===== config.mk =====
export PLATFORM = sky130hd
export DESIGN_NAME = tlb_fill_ctrl
export DESIGN_NICKNAME = d
export VERILOG_FILES = /design/src/rtl/tlb_fill_ctrl.sv
export SDC_FILE = /design/constraint.sdc
export NUM_CORES = 1
export LEC_CHECK = 0
export ABC_AREA = 1
export BUFFER_PORTS_ARGS = -buffer_cell sky130_fd_sc_hd__buf_2
export CAP_MARGIN = 10
export CELL_PAD_IN_SITES_DETAIL_PLACEMENT = 0
export CELL_PAD_IN_SITES_GLOBAL_PLACEMENT = 1
export CORE_MARGIN = 2
export CORE_UTILIZATION = 36
export DETAILED_ROUTE_END_ITERATION = 16
export PLACE_DENSITY = 0.87
export REMOVE_ABC_BUFFERS = 1
export SYNTH_ARGS = -nofsm -noshare
export SYNTH_HDL_FRONTEND = slang
export SYNTH_SLANG_ARGS = --single-unit

===== constraint.sdc =====
create_clock -name clk -period 2.2 [get_ports clk]
set_input_delay 0.11 -clock clk [delete_from_list [all_inputs] [get_ports clk]]
set_output_delay 0.11 -clock clk [all_outputs]
set_load 0.02 [all_outputs]

===== src/rtl/tlb_fill_ctrl.sv =====
// 8-entry x 44-bit TLB fill controller: IDLE -> SEARCH (victim select) -> WRITE.
// Optional macro TLB_FILL_PRELOAD_EN: reset loads entry i with VPN=i, PFN=i, valid/present/rw=1.
module tlb_fill_ctrl (
  input  logic         clk,
  input  logic         rst,
  input  logic         fill_valid,
  output logic         fill_ready,
  input  logic [19:0]  fill_vpn,
  input  logic [2:0]   fill_pfn,
  input  logic         fill_present,
  input  logic         fill_rw,
  input  logic         inv_all,
  output logic         fill_done,
  output logic [2:0]   fill_idx,
  output logic [351:0] TLB
);

  typedef enum logic [1:0] {IDLE, SEARCH, WRITE} state_t;

  state_t            r_state, w_next;
  logic [7:0][43:0]  r_tlb;
  logic [19:0]       r_vpn;
  logic [2:0]        r_pfn;
  logic              r_present, r_rw;
  logic [2:0]        r_victim, r_rr_ptr;
  logic              r_use_rr;

  logic              w_hs;
  logic              w_hit, w_free, w_use_rr;
  logic [2:0]        w_hit_idx, w_free_idx, w_victim;

  assign TLB      = r_tlb;
  assign fill_idx = r_victim;

  // Victim select: lowest matching valid entry, else lowest invalid, else round-robin
  always_comb begin
    w_hit      = 1'b0;
    w_free     = 1'b0;
    w_hit_idx  = '0;
    w_free_idx = '0;
    for (int unsigned i = 0; i < 8; i++) begin
      if (!w_hit && r_tlb[i][3] && (r_tlb[i][43:24] == r_vpn)) begin
        w_hit     = 1'b1;
        w_hit_idx = 3'(i);
      end
      if (!w_free && !r_tlb[i][3]) begin
        w_free     = 1'b1;
        w_free_idx = 3'(i);
      end
    end
    w_use_rr = 1'b0;
    if (w_hit) begin
      w_victim = w_hit_idx;
    end else if (w_free) begin
      w_victim = w_free_idx;
    end else begin
      w_victim = r_rr_ptr;
      w_use_rr = 1'b1;
    end
  end

  always_ff @(posedge clk) begin
    if (rst) r_state <= IDLE;
    else     r_state <= w_next;
  end

  always_comb begin
    w_next     = r_state;
    fill_ready = 1'b0;
    fill_done  = 1'b0;
    w_hs       = 1'b0;
    case (r_state)
      IDLE: begin
        fill_ready = !inv_all;
        w_hs       = fill_valid && !inv_all;
        if (w_hs) w_next = SEARCH;
      end
      SEARCH: w_next = WRITE;
      WRITE: begin
        fill_done = 1'b1;
        w_next    = IDLE;
      end
      default: w_next = IDLE;
    endcase
    if (inv_all) begin
      w_next    = IDLE;
      fill_done = 1'b0;
    end
    if (rst) begin
      fill_ready = 1'b0;
      fill_done  = 1'b0;
      w_hs       = 1'b0;
    end
  end

  // rr_ptr advances only on a committed write, so an aborted fill never moves it
  always_ff @(posedge clk) begin
    if (rst) begin
      for (int unsigned i = 0; i < 8; i++) begin
`ifdef TLB_FILL_PRELOAD_EN
        r_tlb[i] <= {20'(i), 17'b0, 3'(i), 3'b111, 1'b0};
`else
        r_tlb[i] <= '0;
`endif
      end
      r_vpn     <= '0;
      r_pfn     <= '0;
      r_present <= 1'b0;
      r_rw      <= 1'b0;
      r_victim  <= '0;
      r_rr_ptr  <= '0;
      r_use_rr  <= 1'b0;
    end else if (inv_all) begin
      for (int unsigned i = 0; i < 8; i++) begin
        r_tlb[i][3] <= 1'b0;
      end
    end else begin
      if (w_hs) begin
        r_vpn     <= fill_vpn;
        r_pfn     <= fill_pfn;
        r_present <= fill_present;
        r_rw      <= fill_rw;
      end
      if (r_state == SEARCH) begin
        r_victim <= w_victim;
        r_use_rr <= w_use_rr;
      end
      if (r_state == WRITE) begin
        r_tlb[r_victim] <= {r_vpn, 17'b0, r_pfn, 1'b1, r_present, r_rw, 1'b0};
        if (r_use_rr) r_rr_ptr <= r_rr_ptr + 3'd1;
      end
    end
  end

endmodule


## After elaboration in Yosys (flattened, before gate mapping)

Index checks and enable logic that the tools add are counted.
Widths: inputs -> output; s select.

| word-level totals | value |
|---|---|
| output and inout bits | 357 |
| register bits | 386 |
| word-level logic and storage cells | 136 |

| operators by class | value |
|---|---|
| bitwise gates (word level) | 1 |
| add/subtract/negate cells | 1 |
| equal/unequal tests | 11 |
| multiplexer cells | 46 |
| $lt $le $gt $ge | 2 |
| reduce and logical (&&, ||, !) cells | 51 |

Operators by type and width:

| cell | count |
|---|---|
| $bwmux 352 | 1 |
| $eq 20x20->1 | 8 |
| $demux 44 s3 | 1 |
| $mux 44 | 1 |
| $mux 3 | 14 |
| $mux 1 | 27 |
| $logic_and 1x1->1 | 24 |
| $logic_not 1->1 | 21 |
| $reduce_and 2->1 | 3 |
| $lt 3x4->1 const B | 1 |
| $pmux 2 s2 | 1 |
| $add 3x1->3 const B | 1 |
| $ge 3x1->1 const B | 1 |
| $reduce_and 3->1 | 1 |
| $eq 2x1->1 const B | 1 |
| $eq 2x2->1 const B | 1 |
| $logic_not 2->1 | 1 |
| $mux 2 | 1 |
| $ne 2x2->1 const B | 1 |
| $reduce_or 2->1 | 1 |
| $not 1->1 | 1 |

## Longest topological paths before layout

Gate-level depths: netlist of the first run.

| depth | value |
|---|---|
| word-level depth | 32 |
| gate-level depth with buffers | 15 |

## Worst setup path before layout of the first run

OpenSTA, ideal clock, no wires.

| timing path | value |
|---|---|
| path kind | in2reg |
| start | input inv_all |
| end | register r_vpn[15] |
| required time | 2.072 ns |
| arrival time | 1.415 ns |
| slack | 0.656 ns |
| stages on the path | 8 |
| cell sequence | buf_2 nor2_1 inv_1 nor3_2 nand2_1 clkbuf_1 o21ai_0 a21oi_1 |

| between the ends | value |
|---|---|
| cells in the longest elaborated chain, start to end | 5 |
| elaborated cells on any way between the ends | 6 |
| those cells by class | 2 x mux; 1 x bitwise; 3 x reduce/logical |

RTL lines:

| item | RTL line | RTL |
|---|---|---|
| start, declared | 12 | `input logic inv_all,` |
| $logic_not 1->1 | 75 | `w_hs = fill_valid && !inv_all;` |
| $logic_and 1x1->1 | 75 |  |
| $mux 1 | 72 | `case (r_state)` |
| $mux 1 | 89 | `if (rst) begin` |
| $reduce_and 2->1 (no source line) (*) | -- |  |
| end signal, assigned | 119 | `r_vpn <= fill_vpn;` |
| end, declared | 22 | `logic [19:0] r_vpn;` |

Every way passes the cells marked *; elsewhere a longest branch is shown, timed or not.
A chain may end at the register's enable or synchronous reset.

## Worst setup path in the final report of the first run

| timing path | value |
|---|---|
| start | register r_tlb, in the netlist TLB[91] |
| end | register r_victim[2], in the netlist fill_idx[2] |

| between the ends | value |
|---|---|
| cells in the longest elaborated chain, start to end | 24 |
| elaborated cells on any way between the ends | 53 |
| those cells by class | 24 x mux; 29 x reduce/logical |

RTL lines:

| item | RTL line | RTL |
|---|---|---|
| start, declared | 21 | `logic [7:0][43:0] r_tlb;` |
| start signal, assigned by index | 129 | `r_tlb[r_victim] <= {r_vpn, 17'b0, r_pfn, 1'b1, r_present, r_rw, 1'b0};` |
| $logic_and 1x1->1 (2 in a row) | 42 | `if (!w_hit && r_tlb[i][3] && (r_tlb[i][43:24] == r_vpn)) begin` |
| $mux 1 | 42 |  |
| $logic_not 1->1 | 42 |  |
| $logic_and 1x1->1 (2 in a row) | 42 |  |
| $mux 1 | 42 |  |
| $logic_not 1->1 | 42 |  |
| $logic_and 1x1->1 (2 in a row) | 42 |  |
| $mux 1 | 42 |  |
| (+3 left out) | -- |  |
| $mux 1 | 42 |  |
| $logic_not 1->1 | 42 |  |
| $logic_and 1x1->1 (2 in a row) | 42 |  |
| $mux 1 | 42 |  |
| $logic_not 1->1 | 42 |  |
| $logic_and 1x1->1 (2 in a row) | 42 |  |
| $mux 3 / $mux 1 (equally long branches) | 42 |  |
| $mux 3 (*) | 52 | `if (w_hit) begin` |
| end signal, assigned | 125 | `r_victim <= w_victim;` |
| end, declared | 25 | `logic [2:0] r_victim, r_rr_ptr;` |

Marks and branches as above.

==> results of run 1 <==
## per-layer routing
layer | vias to the layer above | track usage, %
li1 | 5464 | -
met1 | 5261 | 31.83
met2 | 554 | 39.25
met3 | 101 | 5.518
met4 | 0 | 10.20
met5 | - | 0
## path summary, 6_finish.rpt
check,startpoint,to,slack (ps)
min,fill_valid,r_state[0]$_SDFFE_PP0P_,5
min reg2reg,TLB[249]$_SDFFE_PP0P_,TLB[249]$_SDFFE_PP0P_,490
max,TLB[91]$_SDFFE_PP0P_,fill_idx[2]$_SDFFE_PP0P_,110
max reg2reg,TLB[91]$_SDFFE_PP0P_,fill_idx[2]$_SDFFE_PP0P_,110
## cell families after synthesis
group                    synth area share [%]
other                                 0.03156
AO/OA/AOI/OAI                           23.38
adder cells (fa/ha/maj)                0.1053
AND/OR/NAND/NOR                         14.77
buffers and inverters                   18.13
flip-flops                              40.78
XOR/XNOR                                2.801
## layout make-up
| class | instances | area share [%] |
|---|---|---|
| Inverter | 115 | 3.224 |
| Timing Repair Buffer | 303 | 13.22 |
| Sequential cell | 242 | 34.41 |
| Tap cell | 442 | 3.926 |
| Clock inverter | 12 | 0.6840 |
| Clock buffer | 38 | 5.658 |
| Multi-Input combinational cell | 1151 | 38.88 |
## per-stage QoR
step,area (um^2),util [%]
final,14090,43.29
after global routing,14090,43.29
after CTS,14080,43.27
after detailed placement,12920,39.72
after global placement,12920,39.72
after floorplan,10710,-
## worst min-delay path, cell delays in order
cell and delay [ps]:
buf_2 80, nand2_2 60, buf_12 170, inv_1 70
## where the power goes
group | switching, uW | internal [uW] | total, uW
clock network | 1930 | 2640 | 4570
registers | 44.1 | 4410 | 4460
logic | 712 | 243 | 955
total | 2680 | 7300 | 9980
## state kept, by name, summed over array words and instances (netlist names), 2 cells and up
signal    flops
r_state       2
fill_idx      3
r_pfn         3
TLB         208
r_vpn        20
r_rr_ptr      3
## cell usage after synthesis (2+ instances only)
library cell | number | share of area, %
a21oi_1 | 241 | 10
a21oi_2 | 2 | 0.15
buf_2 | 15 | 0.63
buf_4 | 156 | 9.9
buf_6 | 18 | 1.7
clkbuf_1 | 63 | 2.0
clkinv_1 | 5 | 0.16
dfxtp_1 | 242 | 41
inv_1 | 88 | 2.8
inv_2 | 15 | 0.47
inv_4 | 7 | 0.37
nand2_1 | 261 | 8.2
nand2_2 | 4 | 0.21
nand3_1 | 20 | 0.84
nand3_2 | 8 | 0.67
nand4_1 | 7 | 0.37
nor2_1 | 108 | 3.4
nor2_2 | 3 | 0.16
nor2_4 | 2 | 0.19
nor3_1 | 6 | 0.25
nor3_2 | 2 | 0.17
o211ai_1 | 2 | 0.13
o21ai_0 | 262 | 11
o21ai_1 | 21 | 0.88
o21ai_2 | 7 | 0.52
o22ai_1 | 4 | 0.21
or2_0 | 2 | 0.11
xnor2_1 | 22 | 1.6
xor2_1 | 16 | 1.2
## repair_timing
item                                    CTS  global route
resized for setup                         0             5
hold buffers                             26             0
endpoints found under the setup margin    0             4
hold endpoints to repair                 28             0
==> reports/results.ini, run 1 <==
[sta]
fin_setup_tns_ps=0
setup_viol=0
worst_slew_pin_slew_ps=675.0
fin_crit_sh_pct=95.03
holdWs_ps=5.146
relSlewSlack_pct=55.00
final-hold-violation-count=0
setup_ws_ps=109.3
finalCriticalPeriod_ps=2091
rsz0062_at_grt=false
max_freq_ghz=0.4783
timing.final.max_slew_violations=0
fin_skew_ps=11.11

[routing]
met3WireLength_mm=3.765
drt-initial-drc-count=858
highest_layer=met4
postRouteAntennaNets=0
drt_wl_total_mm=43.53
met2_length_mm=19.64
dr.pass1.iters=5
drc=0
via_per_inst=4.941
drt-met1-wl_mm=18.16
wl_per_cell_um=18.90
num_vias=11380

[floorplanning]
core_um2=32540
fp-row-count=66
die_h_um=185.7
die-area_um2=34470
initial_utilization_pct=36.52
die_w_um=185.7
io_pins=386

[logic_synthesis]
yosysSeqAreaShare_pct=40.78
synthCells=1619
yosys_warnings=0
syn_area_um2=11880
synth-edff-count=0
syn_avg_cell_area_um2=7.339
synth-seq-cells=242
synth-main-ff-cell=dfxtp_1
synthArstFlopShare_pct=0
synth_cell_types=39

[final_layout]
fin_cells=2303
syn_to_final_growth_pct=18.56
mostFrequentLayoutCell=o21ai_0
multi_input_area_um2=5477
fillers=3340
drive_gt1_share_pct=20.85
final_nets=1870
antenna_cells=0
seq_area_um2=4847
layout_common_cells=o21ai_0, nand2_1, a21oi_1, buf_2, dfxtp_1

[worst_setup_path]
cp-start-kind=flip-flop
worstRegToRegCells=9
path_delay_family=simple AND/OR/NAND/NOR gates
cp.required_ps=2640
crit_fanout=5
arrival_ps=2530
critical_path_depth=9
crit_path_max_incr_delay_ps=550
path_class=reg -> reg
crit_path_top_delay_cell=dfxtp_1
timing.critical_path.buf_inv=1
path_cells=nand4_1 > nor2_1 > nand2_1 > nor3_1 > a21oi_1 > nand4_1 > nand3_1 > nand2_1 > inv_1
crit_path_end_kind=flip-flop

[clocking]
numCtsBuffers=27
clk_root_buffer_cell=clkbuf_16
htreeDepth=1
cts_tree=built
cts_setup_buffers=0
clk_latency_ps=550
cts_buffer_depth=3
clk_pin_slew_ps=60
clock_sinks=242

[global_routing]
grt_start_max_net_pins=69
grt_pass1_wl_mm=64.31
antenna_found_initial=0
grt_overflow_total=0
grt_pass1_vias=10324
grt_use_total_pct=24.51

[placement]
hpwl_mm=31.40
portBuffers=241
place_congestion=0.9094
post-place-ws_ps=94.60
dpl.cell_count=2227

[power_and_ir_drop]
p_leak_uw=0.006635
finalPower_uw=9979
power_density_nw_per_um2=708.4
ir_drop_v=0.0004857

[status]
outcome=complete, no violations

[worst_hold_path]
hold_depth=4
hold_class=in -> reg

[run]
cap_violations=0

Power figures use the tool's default switching activity.
==> inputs of run 2 (changes only) <==
CORE_MARGIN = 4   (was 2)
==> reports/results.ini, run 2 (synthesis gave the netlist of run 1 again) <==
[status]
outcome=complete, no violations

[sta]
setup_viol=0
rsz0062_at_grt=false
fin_setup_tns_ps=0
fin_skew_ps=20.67
timing.final.max_slew_violations=0
worst_slew_pin_slew_ps=624.7
final-hold-violation-count=0
fin_crit_sh_pct=92.07
finalCriticalPeriod_ps=2025
relSlewSlack_pct=57.91
max_freq_ghz=0.4937

[final_layout]
mostFrequentLayoutCell=o21ai_0
multi_input_area_um2=5474
final_nets=1867
syn_to_final_growth_pct=18.34
layout_common_cells=o21ai_0, nand2_1, dfxtp_1, a21oi_1, buf_2
seq_area_um2=4846
fillers=3327
drive_gt1_share_pct=20.30
fin_cells=2299
largest_reg_flops=208
antenna_cells=0

[clocking]
clk_root_buffer_cell=clkbuf_16
numCtsBuffers=27
cts_buffer_depth=3
cts_tree=built
cts_setup_buffers=0
htreeDepth=1
clk_pin_slew_ps=60
clk_latency_ps=550
clock_sinks=242

[worst_setup_path]
path_cells=nand4_1 > nor2_1 > nand2_1 > nor3_1 > a21oi_1 > nand4_1 > nand3_1 > nand2_1 > inv_1
reg2reg_from=TLB[91]$_SDFFE_PP0P_
crit_path_end_kind=flip-flop
r2r-end=fill_idx[2]$_SDFFE_PP0P_
crit_fanout=5
path_class=reg -> reg
reg2reg_slack_ps=170
cp-start-kind=flip-flop
arrival_ps=2460
crit_path_top_delay_cell=dfxtp_1
worstRegToRegCells=9
cp.required_ps=2630
crit_path_max_incr_delay_ps=550

[power_and_ir_drop]
clock_power_share_pct=46.6
ir_drop_v=0.0004619
combPwrFrac_pct=9.2
power_density_nw_per_um2=718.9
p_int_uw=7500
sequentialPowerShare_pct=44.2
power.switching_uw=2609
switching_share_pct=25.81
p_leak_uw=0.006620

[global_routing]
grt_pass1_vias=10421
antenna_found_initial=0
grt_overflow_total=0
grt_pass1_wl_mm=64.67
grt_start_max_net_pins=148
grt_use_total_pct=22.88

[routing]
drt_wl_total_mm=43.57
dr.pass1.iters=5
wl_per_cell_um=18.95
postRouteAntennaNets=0
drc=0
via_per_inst=4.928
num_vias=11329
drt-initial-drc-count=950

[floorplanning]
core_um2=32540
die_w_um=189.7
fp-row-count=66
initial_utilization_pct=36.52
die_h_um=189.7
io_pins=386
die-area_um2=35970

[worst_hold_path]
hold_end=r_state[0]$_SDFFE_PP0P_
hold_depth=4
hold_class=in -> reg
worstHoldStart=fill_valid

[placement]
portBuffers=241
hpwl_mm=31.50
place_congestion=0.9194
dpl.cell_count=2224

[run]
cap_violations=0

## run 2: cell types whose count changed in the layout (fill, tap and decap cells not counted), sizes merged
cell / previous run / this run
bufinv: 1 / 3
buf: 277 / 274
clkbuf: 38 / 42
clkinvlp: 3 / 1
clkinv: 12 / 7
## run 2: how the worst max path moves through the flow
stage                                           to                  start
after floorplan              r_pfn[0]$_SDFFE_PP0P_                    rst
after global placement    fill_idx[2]$_SDFFE_PP0P_  r_vpn[8]$_SDFFE_PP0P_
after detailed placement  fill_idx[2]$_SDFFE_PP0P_  r_vpn[8]$_SDFFE_PP0P_
after CTS                 fill_idx[2]$_SDFFE_PP0P_  r_vpn[8]$_SDFFE_PP0P_
after global routing      fill_idx[2]$_SDFFE_PP0P_  r_vpn[6]$_SDFFE_PP0P_
final                     fill_idx[2]$_SDFFE_PP0P_   TLB[91]$_SDFFE_PP0P_
## run 2: cell type report
type / instances / share of cell area, %
repair buffers: 300 / 12.90
clock buffers: 42 / 5.704
well taps: 442 / 3.933
clock inverters: 7 / 0.8542
flip-flops and latches: 242 / 34.46
inverters: 115 / 3.212
multi-input cells: 1151 / 38.93
## run 2: stage by stage
| stage | instance area (um^2) | total power, uW | hold WS, ps | setup slack, ps | utilization (%) |
|---|---|---|---|---|---|
| 2_1_floorplan | 10710 | 5155 | 172.4 | -700.4 | - |
| 3_3_place_gp | 12880 | 5439 | 386.1 | 124.1 | 39.58 |
| 3_5_place_dp | 12880 | 5438 | 396.2 | 154.0 | 39.58 |
| 4_1_cts | 14060 | 10140 | 34.25 | 115.7 | 43.21 |
| 5_1_grt | 14060 | 10410 | 45.85 | 29.27 | 43.22 |
| 6_report | 14060 | 10110 | 27.78 | 174.5 | 43.22 |
## run 2: power groups by stage
| stage | clock network [uW] | registers, uW | logic, uW |
|---|---|---|---|
| global placement | 0 | 4560 | 881 |
| CTS | 4760 | 4460 | 917 |
| floorplan | 0 | 4570 | 590 |
| finish | 4710 | 4460 | 930 |
| detailed placement | 0 | 4560 | 879 |
| global route | 4930 | 4470 | 1010 |
## run 2: timing repair
action                     CTS  global route
hold buffers                26             0
setup endpoints to repair    0             4
gates resized for setup      0             1
hold endpoints to repair    28             0
## run 2: worst max-delay path: cells and delay by family, from the launching register on
family | cells | cell delay, ps
AO/OA/AOI/OAI | 1 | 200
buffers and inverters | 1 | 30
flip-flops | 1 | 550
AND/OR/NAND/NOR | 7 | 1140
## run 2: layer usage
metal	track usage [%]	vias to the layer above	share of wire [%]	wire length, um
met1	29.43	5231	41	17710
met3	6.165	75	9.7	4226
met2	37.81	562	46	20150
met4	6.845	0	3.4	1484
met5	0	-	0	0
li1	-	5461	-	-
